==> src/rtl/wbvga_mem_arbiter_if.sv <==
// Pipelined Wishbone bus bundle shared by both masters and the memory port.
// The arbiter is the slave on the master-side buses and the master on memdev.
interface wbvga_mem_arbiter_if #(
  parameter int AW = 24,
  parameter int DW = 32
);
  logic            cyc;
  logic            stb;
  logic            we;
  logic [AW-1:0]   addr;
  logic [DW-1:0]   wdata;
  logic [DW/8-1:0] sel;
  logic            stall;
  logic            ack;
  logic            err;
  logic [DW-1:0]   rdata;

  modport master (
    output cyc, stb, we, addr, wdata, sel,
    input  stall, ack, err, rdata
  );

  modport slave (
    input  cyc, stb, we, addr, wdata, sel,
    output stall, ack, err, rdata
  );
endinterface

==> src/rtl/wbvga_mem_arbiter.sv <==
// Two-master pipelined Wishbone arbiter in front of the frame-buffer memory:
// master A is the VGA fetcher (read-only), master B the drawing/host port.
module wbvga_mem_arbiter #(
  parameter int AW      = 24,
  parameter int DW      = 32,
  parameter int TIMEOUT = 255
) (
  input  logic                  i_clk,
  input  logic                  i_reset_n,
  wbvga_mem_arbiter_if.slave    a_bus,
  wbvga_mem_arbiter_if.slave    b_bus,
  wbvga_mem_arbiter_if.master   s_bus
);

  localparam int TW = $clog2(TIMEOUT + 1);

  typedef enum logic [1:0] {
    S_IDLE,
    S_OWN_A,
    S_OWN_B,
    S_FLUSH
  } state_t;

  state_t        r_state;
  logic          r_last_b;
  logic [4:0]    r_outstanding;
  logic [TW-1:0] r_timer;

  logic w_owner_b;
  logic w_owner_cyc;
  logic w_owner_stb;
  logic w_other_cyc;
  logic w_own;
  logic w_waiting;
  logic w_timeout;
  logic w_active;
  logic w_full;
  logic w_stall;
  logic w_accept;
  logic w_ack;
  logic w_dec;
  logic w_unused;

  // r_last_b names the current owner while in OWN_x/FLUSH and the previous one in IDLE.
  assign w_owner_b   = r_last_b;
  assign w_owner_cyc = w_owner_b ? b_bus.cyc : a_bus.cyc;
  assign w_owner_stb = w_owner_b ? b_bus.stb : a_bus.stb;
  assign w_other_cyc = w_owner_b ? a_bus.cyc : b_bus.cyc;

  assign w_own     = ((r_state == S_OWN_A) || (r_state == S_OWN_B)) && w_owner_cyc;
  assign w_waiting = w_own && (r_outstanding != 5'd0) && !s_bus.ack;
  // Timeout fires on the TIMEOUT-th consecutive cycle with work pending and no ack.
  assign w_timeout = w_waiting && (r_timer == TW'(TIMEOUT - 1));
  assign w_active  = w_own && !w_timeout;
  assign w_full    = (r_outstanding == 5'd31);
  assign w_stall   = !w_active || s_bus.stall || w_full;
  assign w_accept  = w_active && w_owner_stb && !s_bus.stall && !w_full;
  assign w_ack     = w_active && s_bus.ack;
  assign w_dec     = w_ack && (r_outstanding != 5'd0);

  assign s_bus.cyc   = w_own;
  assign s_bus.stb   = w_active && w_owner_stb;
  assign s_bus.we    = w_active && w_owner_b && b_bus.we;
  assign s_bus.addr  = w_owner_b ? b_bus.addr  : a_bus.addr;
  assign s_bus.wdata = w_owner_b ? b_bus.wdata : '0;
  assign s_bus.sel   = w_owner_b ? b_bus.sel   : '1;

  assign a_bus.stall = w_owner_b  || w_stall;
  assign b_bus.stall = !w_owner_b || w_stall;
  assign a_bus.ack   = !w_owner_b && w_ack;
  assign b_bus.ack   = w_owner_b  && w_ack;
  assign a_bus.err   = !w_owner_b && w_timeout;
  assign b_bus.err   = w_owner_b  && w_timeout;
  assign a_bus.rdata = s_bus.rdata;
  assign b_bus.rdata = s_bus.rdata;

  // Master A never writes and memdev has no error line.
  assign w_unused = ^{a_bus.we, a_bus.wdata, a_bus.sel, s_bus.err};

  always_ff @(posedge i_clk or negedge i_reset_n) begin
    if (!i_reset_n) begin
      r_state       <= S_IDLE;
      r_last_b      <= 1'b1;
      r_outstanding <= 5'd0;
      r_timer       <= '0;
    end else begin
      case (r_state)
        S_IDLE: begin
          r_outstanding <= 5'd0;
          r_timer       <= '0;
          if (a_bus.cyc && (!b_bus.cyc || r_last_b)) begin
            r_state  <= S_OWN_A;
            r_last_b <= 1'b0;
          end else if (b_bus.cyc) begin
            r_state  <= S_OWN_B;
            r_last_b <= 1'b1;
          end
        end

        S_OWN_A, S_OWN_B: begin
          if (!w_owner_cyc) begin
            r_outstanding <= 5'd0;
            r_timer       <= '0;
            if (w_other_cyc) begin
              r_state  <= w_owner_b ? S_OWN_A : S_OWN_B;
              r_last_b <= !r_last_b;
            end else begin
              r_state <= S_IDLE;
            end
          end else if (w_timeout) begin
            r_state       <= S_FLUSH;
            r_outstanding <= 5'd0;
            r_timer       <= '0;
          end else begin
            case ({w_accept, w_dec})
              2'b10:   r_outstanding <= r_outstanding + 5'd1;
              2'b01:   r_outstanding <= r_outstanding - 5'd1;
              default: r_outstanding <= r_outstanding;
            endcase
            r_timer <= w_waiting ? r_timer + TW'(1) : '0;
          end
        end

        S_FLUSH: begin
          // Late acks from the abandoned transfers are swallowed here.
          r_outstanding <= 5'd0;
          r_timer       <= '0;
          if (!w_owner_cyc) begin
            r_state <= S_IDLE;
          end
        end

        default: begin
          r_state <= S_IDLE;
        end
      endcase
    end
  end

endmodule

==> src/flat_wrapper.sv <==
// flat-port wrapper written by rule: the top's interface ports become plain ports
module wbvga_mem_arbiter_flat 
#(
  parameter int AW      = 24,
  parameter int DW      = 32,
  parameter int TIMEOUT = 255
)
  (i_clk, i_reset_n, a_bus_cyc, a_bus_stb, a_bus_we, a_bus_addr, a_bus_wdata, a_bus_sel, a_bus_stall, a_bus_ack, a_bus_err, a_bus_rdata, b_bus_cyc, b_bus_stb, b_bus_we, b_bus_addr, b_bus_wdata, b_bus_sel, b_bus_stall, b_bus_ack, b_bus_err, b_bus_rdata, s_bus_cyc, s_bus_stb, s_bus_we, s_bus_addr, s_bus_wdata, s_bus_sel, s_bus_stall, s_bus_ack, s_bus_err, s_bus_rdata);
  wbvga_mem_arbiter_if #(.AW(AW), .DW(DW)) a_bus_i ();
  wbvga_mem_arbiter_if #(.AW(AW), .DW(DW)) b_bus_i ();
  wbvga_mem_arbiter_if #(.AW(AW), .DW(DW)) s_bus_i ();
  input  logic i_clk;
  input  logic i_reset_n;
  input wire logic [$bits(a_bus_i.cyc)-1:0] a_bus_cyc;
  input wire logic [$bits(a_bus_i.stb)-1:0] a_bus_stb;
  input wire logic [$bits(a_bus_i.we)-1:0] a_bus_we;
  input wire logic [$bits(a_bus_i.addr)-1:0] a_bus_addr;
  input wire logic [$bits(a_bus_i.wdata)-1:0] a_bus_wdata;
  input wire logic [$bits(a_bus_i.sel)-1:0] a_bus_sel;
  output wire logic [$bits(a_bus_i.stall)-1:0] a_bus_stall;
  output wire logic [$bits(a_bus_i.ack)-1:0] a_bus_ack;
  output wire logic [$bits(a_bus_i.err)-1:0] a_bus_err;
  output wire logic [$bits(a_bus_i.rdata)-1:0] a_bus_rdata;
  input wire logic [$bits(b_bus_i.cyc)-1:0] b_bus_cyc;
  input wire logic [$bits(b_bus_i.stb)-1:0] b_bus_stb;
  input wire logic [$bits(b_bus_i.we)-1:0] b_bus_we;
  input wire logic [$bits(b_bus_i.addr)-1:0] b_bus_addr;
  input wire logic [$bits(b_bus_i.wdata)-1:0] b_bus_wdata;
  input wire logic [$bits(b_bus_i.sel)-1:0] b_bus_sel;
  output wire logic [$bits(b_bus_i.stall)-1:0] b_bus_stall;
  output wire logic [$bits(b_bus_i.ack)-1:0] b_bus_ack;
  output wire logic [$bits(b_bus_i.err)-1:0] b_bus_err;
  output wire logic [$bits(b_bus_i.rdata)-1:0] b_bus_rdata;
  output wire logic [$bits(s_bus_i.cyc)-1:0] s_bus_cyc;
  output wire logic [$bits(s_bus_i.stb)-1:0] s_bus_stb;
  output wire logic [$bits(s_bus_i.we)-1:0] s_bus_we;
  output wire logic [$bits(s_bus_i.addr)-1:0] s_bus_addr;
  output wire logic [$bits(s_bus_i.wdata)-1:0] s_bus_wdata;
  output wire logic [$bits(s_bus_i.sel)-1:0] s_bus_sel;
  input wire logic [$bits(s_bus_i.stall)-1:0] s_bus_stall;
  input wire logic [$bits(s_bus_i.ack)-1:0] s_bus_ack;
  input wire logic [$bits(s_bus_i.err)-1:0] s_bus_err;
  input wire logic [$bits(s_bus_i.rdata)-1:0] s_bus_rdata;
  assign a_bus_i.cyc = a_bus_cyc;
  assign a_bus_i.stb = a_bus_stb;
  assign a_bus_i.we = a_bus_we;
  assign a_bus_i.addr = a_bus_addr;
  assign a_bus_i.wdata = a_bus_wdata;
  assign a_bus_i.sel = a_bus_sel;
  assign a_bus_stall = a_bus_i.stall;
  assign a_bus_ack = a_bus_i.ack;
  assign a_bus_err = a_bus_i.err;
  assign a_bus_rdata = a_bus_i.rdata;
  assign b_bus_i.cyc = b_bus_cyc;
  assign b_bus_i.stb = b_bus_stb;
  assign b_bus_i.we = b_bus_we;
  assign b_bus_i.addr = b_bus_addr;
  assign b_bus_i.wdata = b_bus_wdata;
  assign b_bus_i.sel = b_bus_sel;
  assign b_bus_stall = b_bus_i.stall;
  assign b_bus_ack = b_bus_i.ack;
  assign b_bus_err = b_bus_i.err;
  assign b_bus_rdata = b_bus_i.rdata;
  assign s_bus_cyc = s_bus_i.cyc;
  assign s_bus_stb = s_bus_i.stb;
  assign s_bus_we = s_bus_i.we;
  assign s_bus_addr = s_bus_i.addr;
  assign s_bus_wdata = s_bus_i.wdata;
  assign s_bus_sel = s_bus_i.sel;
  assign s_bus_i.stall = s_bus_stall;
  assign s_bus_i.ack = s_bus_ack;
  assign s_bus_i.err = s_bus_err;
  assign s_bus_i.rdata = s_bus_rdata;
  wbvga_mem_arbiter #(.AW(AW), .DW(DW), .TIMEOUT(TIMEOUT)) u_core (.i_clk(i_clk), .i_reset_n(i_reset_n), .a_bus(a_bus_i), .b_bus(b_bus_i), .s_bus(s_bus_i));
endmodule
==> config.mk <==
export PLATFORM = sky130hd
export DESIGN_NAME = wbvga_mem_arbiter_flat
export DESIGN_NICKNAME = d
export VERILOG_FILES = /design/src/rtl/wbvga_mem_arbiter_if.sv /design/src/rtl/wbvga_mem_arbiter.sv /design/src/flat_wrapper.sv
export SDC_FILE = /design/constraint.sdc
export NUM_CORES = 1
export LEC_CHECK = 0
export CAP_MARGIN = 40
export CELL_PAD_IN_SITES_DETAIL_PLACEMENT = 1
export CELL_PAD_IN_SITES_GLOBAL_PLACEMENT = 1
export CORE_MARGIN = 5
export CORE_UTILIZATION = 15
export DETAILED_ROUTE_END_ITERATION = 12
export PLACE_DENSITY_LB_ADDON = 0.1
export SYNTH_ARGS = -nofsm -noshare
export SYNTH_HDL_FRONTEND = slang
export SYNTH_SLANG_ARGS = --single-unit
export TNS_END_PERCENT = 30
==> constraint.sdc <==
create_clock -name i_clk -period 3.6 [get_ports i_clk]
set_input_delay 0.36 -clock i_clk [delete_from_list [all_inputs] [get_ports i_clk]]
set_output_delay 0.36 -clock i_clk [all_outputs]
set_load 0.01 [all_outputs]
---- Word level (Yosys, flattened, before mapping) ----
Index checks and enable logic that the tools add are counted.
operators by class
  add/sub/neg operators ................... 3
  equal/unequal tests ..................... 13
  multiplexer cells ....................... 27
  reduce and logical (&&, ||, !) cells .... 37
operators with widths
  cell                                              count
  two-way mux 32 bit                                1
  two-way mux 24 bit                                1
  two-way mux 8 bit                                 3
  case mux 5 bit (2 select lines)                   2
  logical AND 1 bit                                 17
  case mux 8 bit (2 select lines)                   1
  two-way mux 2 bit                                 7
  two-way mux 5 bit                                 2
  adder 8 x 1 -> 8 bit, second input constant       1
  == test 8 bit, second input constant              1
  logical NOT 1 bit                                 7
  two-way mux 1 bit                                 7
  == test 2 bit, second input constant              3
  logical OR 1 bit                                  6
  case mux 2 bit (3 select lines)                   1
  adder 5 x 1 -> 5 bit, second input constant       1
  == test 5 bit, second input constant              1
  inequality test 5 bit, second input constant      1
  nonzero test 5 bit                                1
  subtractor 5 x 1 -> 5 bit, second input constant  1
  == test 2 x 1 -> 1 bit, second input constant     2
  two-way mux 4 bit                                 1
  inequality test 2 bit, second input constant      2
  AND reduction 4 bit                               1
  other kinds (8)                                   9
word-level totals
  register bits ........................... 16
  output and inout port bits .............. 133
  logic and storage cells ................. 84

---- Longest topological paths before layout ----
Gate-level depths: netlist (run 1).
  depth in word-level cells ............... 16
  gate-level depth with buffers ........... 13
  mapped depth without buffers ............ 13

---- Least setup slack after synthesis (run 1) ----
OpenSTA, ideal clock, no wires.
  path type ............................... reg2reg
  start ................................... register u_core.r_last_b
  end ..................................... register u_core.r_outstanding[4]
  setup time .............................. 0.079 ns
  data arrival time ....................... 2.591 ns
  data required time ...................... 3.521 ns
  setup slack ............................. 0.930 ns
  cell stages (with the launch flop) ...... 13
  clock period less this slack ............ 2.670 ns
  cell sequence ........................... dfstp_2 > buf_4 > mux2_4 > nand3b_2 > a2111oi_4 > nand2b_1 > inv_1 > ha_1 > nor2b_1 > o21ai_0 > nand4_1 > mux2i_1 > mux2i_1
between the ends
  word-level cells in the longest chain between the ends .. 15
  elaborated cells between the ends (all ways) .. 20
  those cells by class .................... eq/ne: 3; mux: 6; reduce/logical: 11
ends and longest elaborated chain
  what                                                            line                      RTL
  from (decl)                                                     wbvga_mem_arbiter.sv:25   logic r_last_b;
  from (signal assigned)                                          wbvga_mem_arbiter.sv:106  r_last_b <= !r_last_b;
  two-way mux 1 bit                                               wbvga_mem_arbiter.sv:46   assign w_owner_cyc = w_owner_b ? b_bus.cyc : a_bus.cyc;
  logical AND 1 bit                                               wbvga_mem_arbiter.sv:50   assign w_own = ((r_state == S_OWN_A) || (r_state == S_OWN_B)) && w_owner_cyc;
  logical AND 1 bit (2 in series)                                 wbvga_mem_arbiter.sv:51   assign w_waiting = w_own && (r_outstanding != 5'd0) && !s_bus.ack;
  logical AND 1 bit                                               wbvga_mem_arbiter.sv:53   assign w_timeout = w_waiting && (r_timer == TW'(TIMEOUT - 1));
  logical NOT 1 bit                                               wbvga_mem_arbiter.sv:54   assign w_active = w_own && !w_timeout;
  logical AND 1 bit                                               wbvga_mem_arbiter.sv:54
  logical AND 1 bit (3 in series)                                 wbvga_mem_arbiter.sv:57   assign w_accept = w_active && w_owner_stb && !s_bus.stall && !w_full;
  == test 2 x 1 -> 1 bit / == test 2 bit (equally long branches)  wbvga_mem_arbiter.sv:115  case ({w_accept, w_dec})
  case mux 5 bit (2 select lines)                                 wbvga_mem_arbiter.sv:115
  two-way mux 5 bit                                               wbvga_mem_arbiter.sv:110  end else if (w_timeout) begin
  two-way mux 5 bit                                               wbvga_mem_arbiter.sv:101  if (!w_owner_cyc) begin
  case mux 5 bit (2 select lines)                                 wbvga_mem_arbiter.sv:87   case (r_state)
  to (signal assigned)                                            wbvga_mem_arbiter.sv:116  2'b10: r_outstanding <= r_outstanding + 5'd1;
  to (signal assigned)                                            wbvga_mem_arbiter.sv:117  2'b01: r_outstanding <= r_outstanding - 5'd1;
  to (signal assigned)                                            wbvga_mem_arbiter.sv:118  default: r_outstanding <= r_outstanding;
  to (decl)                                                       wbvga_mem_arbiter.sv:26   logic [4:0] r_outstanding;
Several ways; a longest one is shown, not always the timed one.
A chain may end at the register's enable or synchronous reset.

---- Worst setup path in the final report (run 1) ----
  start ................................... register u_core.r_state[0]
  end ..................................... register u_core.r_outstanding[4]
between the ends
  word-level cells in the longest chain between the ends .. 16
  elaborated cells between the ends (all ways) .. 25
  those cells by class .................... eq/ne: 6; mux: 4; reduce/logical: 15
ends and longest elaborated chain
  what                                                            line                                              RTL
  from (decl)                                                     wbvga_mem_arbiter.sv:24                           state_t r_state;
  from (signal assigned)                                          wbvga_mem_arbiter.sv:105                          r_state <= w_owner_b ? S_OWN_A : S_OWN_B;
  == test 2 x 1 -> 1 bit / == test 2 bit (equally long branches)  wbvga_mem_arbiter.sv:50, wbvga_mem_arbiter.sv:87
  logical OR 1 bit                                                wbvga_mem_arbiter.sv:50
  logical AND 1 bit                                               wbvga_mem_arbiter.sv:50
  logical AND 1 bit (2 in series)                                 wbvga_mem_arbiter.sv:51
  logical AND 1 bit                                               wbvga_mem_arbiter.sv:53
  logical NOT 1 bit                                               wbvga_mem_arbiter.sv:54
  logical AND 1 bit                                               wbvga_mem_arbiter.sv:54
  logical AND 1 bit (3 in series)                                 wbvga_mem_arbiter.sv:57
  == test 2 x 1 -> 1 bit / == test 2 bit (equally long branches)  wbvga_mem_arbiter.sv:115
  case mux 5 bit (2 select lines)                                 wbvga_mem_arbiter.sv:115
  two-way mux 5 bit                                               wbvga_mem_arbiter.sv:110
  two-way mux 5 bit                                               wbvga_mem_arbiter.sv:101
  case mux 5 bit (2 select lines)                                 wbvga_mem_arbiter.sv:87
Several ways; a longest one is shown, not always the timed one.

==> run_results.csv, run 1 <==
group,metric,value,unit
route,wl_per_cell,14.6,microns
global_routing,track_usage,0.0859,
logic_synthesis,ys_types,38,
placement,io_buffers,161,
critical_path,r2r_end,"u_core.r_outstanding[4]$_DFFE_PN0P_",
critical_path,cpPeakStageDelay,0.41,ns
route,drt-initial-drc-count,33,
floorplan,die_height,130,microns
sta,hold_viol_final,0,
placement,post-dp-hpwl,6.68,mm
route,routed_wirelength,7.91,mm
floorplan,io_pins,296,
clock_network,clock-root-buffer,"clkbuf_16",
critical_path,start_kind,"register",
logic_synthesis,synth_area_per_cell,8.41,sq um
route,first_pass_iters,4,
sta,rsz0062_at_grt,"false",
floorplan,rows,44,
route,ant_nets,0,
global_routing,grt_max_degree,70,
logic_synthesis,yosysWarnings,0,
min_path,hold_start,"u_core.r_timer[0]$_DFF_PN0_",
pwr,ir_drop,0.000173,V
sta,tns,0,ns
clock_network,cts_tree,"done",
clock_network,cts_setup_buffers,0,
critical_path,cp_max_fo,7,
critical_path,crit_required,3.77,ns
route,routed_via_density,3.74,
global_routing,grt_first_pass_wirelength,11.8,mm
logic_synthesis,netlist_instances,259,
route,drc,0,
placement,gp_congestion,0.670,
layout,area_growth,66.4,%
critical_path,crit_path_top_delay_cell,"ha_1",
sta,worst_clock_skew,0.00211,ns
clock_network,cts.repair.resized,0,
pwr,pwr-share-seq,0.131,
pwr,p_leak,1.42,nW
clock_network,clk_path_buf_depth,2,
global_routing,grt_pass1_vias,2201,
floorplan,die_x,130,microns
run_status,status,"finished clean",
logic_synthesis,netlist_top_cells_count,"buf_4, and2_1, mux2_2, nor2_1, dfrtp_1",
logic_synthesis,ys.flop_type,"dfrtp_1",
logic_synthesis,syn-num-nets,431,
clock_network,worstSkewPairLatency,0.25,ns
pwr,combPwrFrac,0.739,
logic_synthesis,synth_most_common_cell,"buf_4",
clock_network,clkTransAtPathRegs,0.05,ns
clock_network,h-tree-depth,1,
layout,fillCellCount,1674,
pwr,clkPwrFrac,0.130,
sta,fmax,348,MHz
sta,setup_viol,0,
critical_path,worst-setup-path-type,"register to register",
floorplan,die_area,17000,sq um
logic_synthesis,seq_area_frac_synth,0.184,
clock_network,holdBufCountCts,0,
critical_path,reg2reg_from,"u_core.r_state[0]$_DFFE_PN0P_",
layout,drive_gt1_frac,0.115,
logic_synthesis,async_flop_share,1.00,
critical_path,endpoint_kind,"register",
min_path,hp-class,"register to register",
layout,antenna_cells,0,
pwr,switchingPower,0.000722,W
sta,min_period,2.87,ns
layout,finalNetCount,529,
layout,ff_latch_area,402,sq um
sta,worstMarginPinSlew,0.760,ns
min_path,hold_end,"u_core.r_timer[0]$_DFF_PN0_",
logic_synthesis,synth_top_cell_by_area,"buf_4",
global_routing,grt_overflow,0,
logic_synthesis,synth_top_area_frac,0.224,
pwr,p_sw_frac,0.386,
clock_network,clock_sinks,16,
logic_synthesis,yosys-top-cells-area,"buf_4, dfrtp_1, mux2_2",
sta,slew_viol_final,0,
critical_path,cp.arrival,3.04,ns
floorplan,coreArea,14400,sq um
global_routing,antenna_found_initial,0,
pwr,power.density,516,nW/um^2
critical_path,ff2ff_setup_slack,0.73,ns
floorplan,initial_core_util,0.152,
route,dr_total_vias,2019,
critical_path,crit_chain,"inv_1 -> ha_1 -> nand3b_2 -> a2111oi_4 -> nand2b_1 -> inv_1 -> ha_1 -> nor2b_1 -> o21ai_0 -> nand4_1 -> mux2i_1 -> mux2i_1",
logic_synthesis,synth-edff-count,0,
layout,finalCoreUtilization,0.252,
clock_network,cts_buffers,3,
logic_synthesis,ys_ff_latch,16,
logic_synthesis,netlist_area,2180,sq um
min_path,holdPathStages,1,
pwr,p_int,0.00115,W
sta,final.period_utilization,0.798,
flow_run,max_cap_violations,0,
sta,slew_headroom,0.492,
layout,multi_input_area,1220,sq um
critical_path,reg2regPathDepth,12,
[layer usage]
metal,vias up,GRT usage,wire [microns]
met3,5,0.0504,1130
met1,917,0.0973,2870
met2,120,0.144,3870
met4,0,0.0127,34
met5,-,0,0
li1,977,-,-
[registers in the layout (all words and copies together) (netlist names)]
name and count:
u_core.r_outstanding 5, u_core.r_timer 8, u_core.r_state 2, u_core.r_last_b 1
[power by group through the flow]
stage	Sequential (W)	Clock [W]	Combinational [W]
after floorplan	0.000232	0	0.000802
after global placement	0.000249	0	0.00142
after detailed placement	0.000248	0	0.00142
after CTS	0.000246	0.000251	0.00143
after global routing	0.000251	0.000259	0.00152
final	0.000245	0.000243	0.00138
[critical path: cells and delay by family, from the launching register on]
family          cells  cell delay [ns]
flops               1             0.34
simple gates        4             0.62
compound gates      2             0.56
fa+ha+maj           2             0.73
mux                 2             0.39
buf+inv             2             0.16
[cell usage in the layout (no fill, tap or decap), drive strengths merged, types with 4 or more instances in the layout]
cell type / count
a21oi: 4
and2: 36
buf: 4
clkbuf: 4
clkdlybuf4s50: 161
dfrtp: 15
ha: 8
inv: 12
mux2: 25
mux2i: 9
nand2: 10
nand2b: 5
nand3: 7
nor2: 20
o21ai: 5
xnor2: 4
xor2: 5
[stage by stage]
stage / setup WS [ns] / hold WS [ns] / std cells / instance area, sq um / power (W)
CTS: 0.665 / 0.496 / 540 / 3620 / 0.00192
global placement: 0.507 / 0.476 / 536 / 3530 / 0.00167
global route: 0.411 / 0.527 / 540 / 3620 / 0.00203
floorplan: 0.930 / 0.0644 / 259 / 2180 / 0.00103
finish: 0.729 / 0.489 / 540 / 3620 / 0.00187
detailed placement: 0.467 / 0.489 / 536 / 3530 / 0.00167
[worst max path at each step]
stage                                                      to                          start  slack, ns  depth (start not counted)
after CTS                 u_core.r_outstanding[4]$_DFFE_PN0P_  u_core.r_state[0]$_DFFE_PN0P_       0.66                         12
after global routing      u_core.r_outstanding[4]$_DFFE_PN0P_  u_core.r_state[0]$_DFFE_PN0P_       0.41                         13
after global placement    u_core.r_outstanding[4]$_DFFE_PN0P_                      a_bus_cyc       0.51                         12
after detailed placement  u_core.r_outstanding[4]$_DFFE_PN0P_                      a_bus_cyc       0.47                         12
after floorplan           u_core.r_outstanding[4]$_DFFE_PN0P_    u_core.r_last_b$_DFFE_PN1P_       0.93                         12
final                     u_core.r_outstanding[4]$_DFFE_PN0P_  u_core.r_state[0]$_DFFE_PN0P_       0.73                         12
[cell type report]
| type | instances | share of cell area |
|---|---|---|
| Clock buffer | 4 | 0.0245 |
| Inverter | 12 | 0.0124 |
| Multi-Input combinational cell | 159 | 0.336 |
| Sequential cell | 16 | 0.111 |
| Tap cell | 184 | 0.0635 |
| Timing Repair Buffer | 165 | 0.453 |
[kinds of logic after synthesis]
| family | count (synthesis) | share of synthesized area |
|---|---|---|
| buffers and inverters | 84 | 0.257 |
| flip-flops | 16 | 0.184 |
| adder cells (fa/ha/maj) | 9 | 0.0552 |
| AO/OA/AOI/OAI | 18 | 0.0690 |
| AND/OR/NAND/NOR | 89 | 0.222 |
| XOR/XNOR | 9 | 0.0397 |
| multiplexers | 34 | 0.172 |
Power figures use the tool's default switching activity.
==> inputs of run 2 (changes only) <==
- clock period: 3.6 -> 3 ns (I/O delays scaled with it)
==> run 2 against run 1 <==
Against the previous run:
- clock power increased by 20%
- via count rose by 1.6%
- combinational power is 23% higher
- critical endpoint is now s_bus_we
- first-iteration DRC count increased by 64%
- final area is 1.8% higher
- largest cell class unchanged
==> run_results.csv, run 2 (synthesis results as in run 1) <==
group,metric,value,unit
sta,tns,0,ns
floorplan,io_pins,296,
clock_network,clkTransAtPathRegs,0.05,ns
clock_network,clock_sinks,16,
critical_path,endpoint_kind,"output port",
sta,rsz0062_at_grt,"false",
critical_path,crit_required,2.70,ns
critical_path,worst-setup-path-type,"register to output port",
clock_network,cts_tree,"done",
sta,fmax,354,MHz
global_routing,grt_pass1_vias,2264,
route,ant_nets,0,
sta,worstMarginPinSlew,0.744,ns
global_routing,track_usage,0.0865,
critical_path,crit_chain,"mux2_4 -> buf_4 -> and2_1 -> a21boi_4 -> and3_1 -> clkdlybuf4s50_1",
route,first_pass_iters,4,
sta,min_period,2.82,ns
layout,antenna_cells,0,
placement,io_buffers,161,
clock_network,cts_setup_buffers,0,
layout,drive_gt1_frac,0.140,
flow_run,max_cap_violations,0,
layout,layout_common_cells,"clkdlybuf4s50_1, and2_1, mux2_2, nor2_1, dfrtp_1",
route,drt-initial-drc-count,54,
critical_path,cpPeakStageDelay,0.63,ns
clock_network,clk_path_buf_depth,2,
clock_network,cts_buffers,3,
global_routing,grt_first_pass_wirelength,11.8,mm
floorplan,initial_core_util,0.152,
global_routing,grt_max_degree,67,
critical_path,reg2regPathDepth,11,
critical_path,start_kind,"register",
min_path,holdPathStages,1,
run_status,status,"finished clean",
clock_network,clock-root-buffer,"clkbuf_16",
route,routed_wirelength,8.01,mm
route,drc,0,
global_routing,antenna_found_initial,0,
pwr,power.density,622,nW/um^2
sta,final.period_utilization,0.941,
clock_network,h-tree-depth,1,
route,routed_via_density,3.74,
pwr,p_sw_frac,0.385,
placement,gp_congestion,0.678,
sta,hold_viol_final,0,
min_path,hp-class,"register to register",
floorplan,die_area,17000,sq um
critical_path,cp.arrival,2.52,ns
pwr,switchingPower,0.000885,W
layout,finalNetCount,537,
floorplan,rows,44,
layout,finalCoreUtilization,0.257,
pwr,p_int,0.00141,W
sta,slew_viol_final,0,
pwr,pwr-share-seq,0.132,
pwr,p_leak,1.46,nW
layout,fillCellCount,1672,
clock_network,worstSkewPairLatency,0.25,ns
pwr,combPwrFrac,0.741,
layout,largest_register,"u_core.r_timer",
layout,fin_cells,548,
sta,worst_slack,0.176,ns
layout,reg.largest.list,"u_core.r_timer x8, u_core.r_outstanding x5, u_core.r_state x2",
layout,largest_register_ffs,8,
pwr,total_power,0.00230,W
sta,worst_clock_skew,0.00248,ns
sta,setup_viol,0,
floorplan,die_height,130,microns
placement,place_inst,544,
placement,pre_cts_ws,-0.0108,ns
floorplan,die_x,130,microns
global_routing,grt_overflow,0,
pwr,ir_drop,0.000214,V
layout,area_growth,69.5,%
pwr,clkPwrFrac,0.127,
sta,slew_headroom,0.502,
route,dr_total_vias,2052,
floorplan,coreArea,14400,sq um
layout,final_common_cell,"clkdlybuf4s50_1",
placement,post-dp-hpwl,6.87,mm
route,wl_per_cell,14.6,microns
critical_path,crit_path_top_delay_cell,"dfstp_2",
critical_path,cp_max_fo,8,
## run 2: power by group through the flow
stage / logic (W) / registers [W] / clock network [W]
after floorplan: 0.000963 / 0.000278 / 0
after global placement: 0.00174 / 0.000306 / 0
after detailed placement: 0.00174 / 0.000307 / 0
after CTS: 0.00175 / 0.000304 / 0.000300
after global routing: 0.00185 / 0.000309 / 0.000310
final: 0.00170 / 0.000302 / 0.000292
## run 2: final timing paths
path	start	end	slack (ns)
max in group asynchronous	i_reset_n	u_core.r_outstanding[4]$_DFFE_PN0P_	2.03
min in group asynchronous	i_reset_n	u_core.r_timer[5]$_DFF_PN0_	0.49
worst max-delay path	u_core.r_last_b$_DFFE_PN1P_	s_bus_we	0.18
worst min-delay path	u_core.r_timer[0]$_DFF_PN0_	u_core.r_timer[0]$_DFF_PN0_	0.48
worst max register to register	u_core.r_last_b$_DFFE_PN1P_	u_core.r_outstanding[4]$_DFFE_PN0P_	0.23
worst min register to register	u_core.r_timer[0]$_DFF_PN0_	u_core.r_timer[0]$_DFF_PN0_	0.48
## run 2: area by class of cell
type                            count  area (sq um)  area share
Inverter                           12          45.0      0.0122
Timing Repair Buffer              173          1700       0.461
Multi-Input combinational cell    159          1220       0.331
Tap cell                          184           230      0.0624
Clock buffer                        4          88.8      0.0241
Sequential cell                    16           402       0.109
## run 2: critical path: cells and delay by family, from the launching register on
kind / cells / cell delay [ns]
DFF: 1 / 0.63
and+or+nand+nor: 2 / 0.40
muxes: 1 / 0.22
AOI/OAI and AO/OA: 1 / 0.37
buffers and inverters: 2 / 0.65
## run 2: stage by stage
| step | instance area [sq um] | hold WS [ns] |
|---|---|---|
| after detailed placement | 3590 | 0.479 |
| after CTS | 3680 | 0.486 |
| after global routing | 3690 | 0.526 |
| after global placement | 3590 | 0.477 |
| after floorplan | 2180 | 0.00441 |
| final | 3690 | 0.481 |
## run 2: what timing repair did
action                                  4_1_cts  5_1_grt
hold buffers                                  0        0
gates resized for setup                       0        3
endpoints found under the setup margin        0        1
endpoints found under the hold margin         0        0
## run 2: routing by layer
layer,global-route usage,share of wire,up-vias
li1,-,-,995
met1,0.0948,0.37,934
met2,0.149,0.50,118
met3,0.0484,0.13,5
met4,0.0145,0.0039,0
met5,0,0,-
